`config.mk`:
```
export PLATFORM = sky130hd
export DESIGN_NAME = fpnew_result_queue
export DESIGN_NICKNAME = d
export VERILOG_FILES = /design/src/rtl/fpnew_pkg.sv /design/src/rtl/fpnew_result_fifo.sv /design/src/rtl/fpnew_result_queue.sv
export SDC_FILE = /design/constraint.sdc
export NUM_CORES = 1
export LEC_CHECK = 0
export ABC_AREA = 1
export BUFFER_PORTS_ARGS = -buffer_cell sky130_fd_sc_hd__buf_2
export CORE_ASPECT_RATIO = 0.5
export CORE_MARGIN = 1
export CORE_UTILIZATION = 35
export DETAILED_ROUTE_END_ITERATION = 16
export PLACE_DENSITY_LB_ADDON = 0.05
export SETUP_SLACK_MARGIN = 0.1
export SYNTH_ARGS = -nofsm -noshare
export SYNTH_HDL_FRONTEND = slang
export SYNTH_SLANG_ARGS = --single-unit
```
`constraint.sdc`:
```
create_clock -name clk_i -period 5 [get_ports clk_i]
set_clock_uncertainty 0.05 [all_clocks]
set_input_delay 0.5 -clock clk_i [delete_from_list [all_inputs] [get_ports clk_i]]
set_output_delay 0.5 -clock clk_i [all_outputs]
set_load 0.005 [all_outputs]
```
`src/rtl/fpnew_pkg.sv`:
```
// Shared FPU types used by the result queue: IEEE exception status flags.
package fpnew_pkg;

  // IEEE 754 exception flags; packed order gives NV at bit 4 down to NX at bit 0.
  typedef struct packed {
    logic NV; // invalid operation
    logic DZ; // divide by zero
    logic OF; // overflow
    logic UF; // underflow
    logic NX; // inexact
  } status_t;

endpackage

```
`src/rtl/fpnew_result_fifo.sv`:
```
// In-order FIFO with registered occupancy counter and synchronous flush.
//
// Handshake: a beat transfers on the input side when in_valid && in_ready
// (and no flush), and on the output side when out_valid && out_ready.
// in_ready depends only on registered state. out_valid is the registered
// non-empty condition with a single gate from flush. The write side never
// falls through to the read side, and a full queue refuses a push even when a
// pop happens in the same cycle.
module fpnew_result_fifo
  import fpnew_pkg::*;
#(
  parameter int unsigned DataWidth = 74,
  parameter int unsigned Depth     = 4
) (
  input  logic                           clk_i,
  input  logic                           rst_i,
  input  logic                           flush_i,
  input  logic [DataWidth-1:0]           in_data,
  input  logic                           in_valid,
  output logic                           in_ready,
  output logic [DataWidth-1:0]           out_data,
  output logic                           out_valid,
  input  logic                           out_ready,
  output logic [$clog2(Depth+1)-1:0]     count,
  output logic                           busy
);

  localparam int unsigned PtrW = $clog2(Depth);
  localparam int unsigned CntW = $clog2(Depth + 1);

  logic [DataWidth-1:0] mem [Depth];
  logic [PtrW-1:0]      wr_ptr_q;
  logic [PtrW-1:0]      rd_ptr_q;
  logic [CntW-1:0]      count_q;
  logic                 push;
  logic                 pop;

  assign in_ready  = (count_q != CntW'(Depth));
  assign out_valid = (count_q != '0) && !flush_i;
  assign push      = in_valid && in_ready && !flush_i;
  assign pop       = out_valid && out_ready;
  assign out_data  = mem[rd_ptr_q];
  assign count     = count_q;
  assign busy      = (count_q != '0);

  // Pointer and occupancy update; reset beats flush, flush beats push/pop.
  always_ff @(posedge clk_i) begin
    if (rst_i) begin
      wr_ptr_q <= '0;
      rd_ptr_q <= '0;
      count_q  <= '0;
    end else if (flush_i) begin
      wr_ptr_q <= '0;
      rd_ptr_q <= '0;
      count_q  <= '0;
    end else begin
      if (push) wr_ptr_q <= wr_ptr_q + 1'b1;
      if (pop)  rd_ptr_q <= rd_ptr_q + 1'b1;
      if (push && !pop)      count_q <= count_q + 1'b1;
      else if (!push && pop) count_q <= count_q - 1'b1;
    end
  end

  // Storage write; contents are intentionally left unreset.
  always_ff @(posedge clk_i) begin
    if (push && !rst_i) mem[wr_ptr_q] <= in_data;
  end

endmodule

```
`src/rtl/fpnew_result_queue.sv`:
```
// Result buffer between FPU output and core writeback, with sticky fflags.
//
// Handshake: upstream transfers on fpu_valid_i && fpu_ready_o (dropped during
// flush); downstream transfers on wb_valid_o && wb_ready_i. fpu_ready_o comes
// from registered occupancy only, so there is no path from wb_ready_i to it.
module fpnew_result_queue
  import fpnew_pkg::*;
#(
  parameter int unsigned Width    = 64,
  parameter int unsigned TagWidth = 5,
  parameter int unsigned Depth    = 4
) (
  input  logic                         clk_i,
  input  logic                         rst_i,
  input  logic                         flush_i,
  input  logic [Width-1:0]             fpu_result_i,
  input  logic [4:0]                   fpu_status_i,
  input  logic [TagWidth-1:0]          fpu_tag_i,
  input  logic                         fpu_valid_i,
  output logic                         fpu_ready_o,
  output logic [Width-1:0]             wb_result_o,
  output logic [4:0]                   wb_status_o,
  output logic [TagWidth-1:0]          wb_tag_o,
  output logic                         wb_valid_o,
  input  logic                         wb_ready_i,
  input  logic                         fflags_clr_i,
  output logic [4:0]                   fflags_o,
  output logic [$clog2(Depth+1)-1:0]   count_o,
  output logic                         busy_o
);

  typedef struct packed {
    logic [Width-1:0]    result;
    status_t             status;
    logic [TagWidth-1:0] tag;
  } entry_t;

  entry_t  in_entry;
  entry_t  head;
  status_t fflags_q;
  logic    pop;

  assign in_entry.result = fpu_result_i;
  assign in_entry.status = status_t'(fpu_status_i);
  assign in_entry.tag    = fpu_tag_i;

  fpnew_result_fifo #(
    .DataWidth ($bits(entry_t)),
    .Depth     (Depth)
  ) u_fifo (
    .clk_i     (clk_i),
    .rst_i     (rst_i),
    .flush_i   (flush_i),
    .in_data   (in_entry),
    .in_valid  (fpu_valid_i),
    .in_ready  (fpu_ready_o),
    .out_data  (head),
    .out_valid (wb_valid_o),
    .out_ready (wb_ready_i),
    .count     (count_o),
    .busy      (busy_o)
  );

  assign wb_result_o = head.result;
  assign wb_status_o = head.status;
  assign wb_tag_o    = head.tag;
  assign pop         = wb_valid_o && wb_ready_i;
  assign fflags_o    = fflags_q;

  // Sticky flag accumulation over consumed results; a clear racing a pop keeps the popped flags.
  always_ff @(posedge clk_i) begin
    if (rst_i) begin
      fflags_q <= '0;
    end else if (pop) begin
      fflags_q <= (fflags_clr_i ? status_t'('0) : fflags_q) | head.status;
    end else if (fflags_clr_i) begin
      fflags_q <= '0;
    end
  end

endmodule

```
==> impl_metrics.json <==
{
  "status": "finished clean",
  "drt-initial-drc-count": 449,
  "power.density_mw_per_mm2": 374,
  "layout_worst_path_cycle_share": 0.681,
  "cts.htree.levels": 1,
  "endpoint_kind": "output pin",
  "total_number_of_nets_in_the_final_design": 1082,
  "rsz0062_at_grt": "false",
  "multiInputGateArea_mm2": 0.00213,
  "ant_nets": 0,
  "initial_utilization": 0.362,
  "slew_headroom": 0.297,
  "cts-buffers-inserted": 30,
  "final_hold_fails": 0,
  "reg2reg_to": "fflags_o[2]$_SDFF_PP0_",
  "vias_in_the_first_global_route": 7019,
  "die-width_um": 260,
  "pin_count_of_the_biggest_net_entering_global_routing": 101,
  "ff2ff_path_depth": 6,
  "synthesis.area_per_instance_um2": 13.9,
  "clk_pin_slew_worst_paths_ns": 0.06,
  "tritoncts": "done",
  "irDropWorstVdd_mv": 0.281,
  "max_clock_freq_mhz": 294,
  "cts-root-to-sink-buffers": 3,
  "yosys-top-cells-count": "sky130_fd_sc_hd__edfxtp_1, sky130_fd_sc_hd__nor2_1, sky130_fd_sc_hd__o21ai_0, sky130_fd_sc_hd__o22ai_1, sky130_fd_sc_hd__nand2_1",
  "leakage_nw": 4.92,
  "ios": 165,
  "crit_arrival_ns": 2.85,
  "fin_tns_setup_ns": 0,
  "synth_top_area_frac": 0.763,
  "post_cts_resized": 0,
  "timing.final.crit_period_ns": 3.40,
  "vias_per_cell": 4.83,
  "ys.flop_type": "sky130_fd_sc_hd__edfxtp_1",
  "standard_cell_row_count": 46,
  "drc_errors": 0,
  "ys_seq_elements": 310,
  "path_max_fanout": 92,
  "hp-class": "in2reg",
  "synth.yosys.seq_area_share": 0.787,
  "final.fill_count": 3008,
  "ctsHoldBuffers": 0,
  "routed-via-count": 7007,
  "cts.sinks": 310,
  "die_area_mm2": 0.0341,
  "largest_cells_by_area_after_synthesis": "sky130_fd_sc_hd__edfxtp_1, sky130_fd_sc_hd__o21ai_0, sky130_fd_sc_hd__nor2_1, sky130_fd_sc_hd__o22ai_1, sky130_fd_sc_hd__dfxtp_1",
  "die_span_in_y_um": 131,
  "required_ns": 4.45,
  "synthesis.yosys.warnings": 0,
  "dp_hpwl_um": 14300,
  "grt_overflow": 0,
  "synth_edf_count": 296,
  "cap_violations": 0,
  "seq_area_mm2": 0.00917,
  "synthDominantAreaCellType": "sky130_fd_sc_hd__edfxtp_1",
  "wl_um": 26700,
  "netlist_instances": 837,
  "synthesis.area_mm2": 0.0117,
  "share_of_flip_flops_with_an_asynchronous_set_or_reset_after_synthesis": 0,
  "critical_path.endpoint": "wb_result_o[24]",
  "clk_latency_ns": 0.55,
  "postSynthNetCount": 923,
  "drive_above_1_share": 0.222,
  "worst_pin_slew_ns": 1.06,
  "syn2layout_area_growth_pct": 18.8,
  "floorplan.core_area_mm2": 0.0322,
  "finalSetupViolations": 0,
  "detail_route.wl_per_cell_um": 18.4,
  "post_cts.repair.setup_buffers": 0,
  "critPathLaunchType": "flop",
  "first_pass_iters": 4,
  "io_buffers": 164,
  "global_route_wire_length_before_repair_um": 41600,
  "final-max-slew-violation-count": 0,
  "post_synth_num_cell_types": 22,
  "gpl.final_weighted_congestion": 0.759,
  "reg2reg_setup_slack_ns": 2.68,
  "worst-setup-path-type": "reg2out",
  "clk_root_buffer_cell": "sky130_fd_sc_hd__clkbuf_16",
  "global_route.usage.total": 0.160,
  "most_frequent_cell_after_synthesis": "sky130_fd_sc_hd__edfxtp_1",
  "final_util": 0.430,
  "grt_antenna_before_repair": 2
}
## through the flow
| stage | cells | instance area [µm²] | power (mW) | setup slack, ns | hold WS, ns |
|---|---|---|---|---|---|
| floorplan | 837 | 11700 | 3.02 | 0.383 | 0.383 |
| global placement | 1396 | 12900 | 3.12 | 2.15 | 0.401 |
| detailed placement | 1396 | 12900 | 3.13 | 2.14 | 0.402 |
| CTS | 1451 | 13800 | 5.25 | 1.54 | 0.0738 |
| global route | 1451 | 13800 | 5.37 | 1.31 | 0.0860 |
| finish | 1452 | 13800 | 5.18 | 1.60 | 0.109 |
## area by class of cell
| class | instances | share of cell area |
|---|---|---|
| sequential | 310 | 0.663 |
| clock buffer | 40 | 0.0585 |
| tap | 432 | 0.0390 |
| clock inverter | 15 | 0.00696 |
| antenna | 1 | 0.000181 |
| multi-input combinational | 438 | 0.154 |
| timing repair buffer | 175 | 0.0680 |
| inverter | 41 | 0.0113 |
## worst min path at each step
stage / startpoint / end / slack [ns] / cells after the start
6_report: fpu_result_i[1] / u_fifo.mem[2][11]$_DFFE_PP_ / 0.11 / 1
5_1_grt: fpu_result_i[3] / u_fifo.mem[0][13]$_DFFE_PP_ / 0.09 / 1
4_1_cts: fpu_result_i[3] / u_fifo.mem[0][13]$_DFFE_PP_ / 0.07 / 1
3_5_place_dp: fflags_o[3]$_SDFF_PP0_ / fflags_o[3]$_SDFF_PP0_ / 0.40 / 2
3_3_place_gp: fflags_o[3]$_SDFF_PP0_ / fflags_o[3]$_SDFF_PP0_ / 0.40 / 2
2_1_floorplan: u_fifo.rd_ptr_q[1]$_SDFFE_PP0N_ / flop / 0.38 / 2
## critical path: stages, from the launching register on
cell and delay [ns]:
sky130_fd_sc_hd__dfxtp_4 0.51, sky130_fd_sc_hd__inv_4 0.74, sky130_fd_sc_hd__buf_4 0.46, sky130_fd_sc_hd__o21ai_0 0.12, sky130_fd_sc_hd__o22ai_1 0.23, sky130_fd_sc_hd__buf_2 0.16
## flip-flops by register name, indices dropped and copies added (netlist names), named ones only
signal and count:
u_fifo.wr_ptr_q 2, u_fifo.mem 296, u_fifo.count 3, fflags_o 5, u_fifo.rd_ptr_q 2
## report_power, final
part / internal (mW) / total (mW) / switching, mW
logic: 0.0663 / 0.179 / 0.113
registers: 2.88 / 2.89 / 0.0104
clock network: 1.18 / 2.12 / 0.931
total: 4.13 / 5.18 / 1.05
## cell usage in the layout, fill, tap and decap left out, drive strengths merged
cell type and instances:
bufinv 1, clkbuf 40, nand3 12, o22ai 69, ha 5, edfxtp 296
nor2 149, inv 42, nor3 1, diode 1, o21ai 142, buf 175
nand2 47, clkinv 13, a21oi 11, dfxtp 14, nand4 1, fa 1
## cell families after synthesis
logic type | count (synthesis) | share of synthesized area
and+or+nand+nor | 210 | 0.0697
adders and majority gates | 6 | 0.00708
AOI/OAI and AO/OA | 222 | 0.103
buffers and inverters | 89 | 0.0336
DFF | 310 | 0.787
## metal layers
layer | vias up | wire (µm) | track usage
met4 | 0 | 357 | 0.0313
met3 | 26 | 1180 | 0.0311
met5 | - | 0 | 0
li1 | 3388 | - | -
met1 | 3468 | 12000 | 0.210
met2 | 125 | 13200 | 0.279
Note: power is estimated with default switching activity, not from simulation.
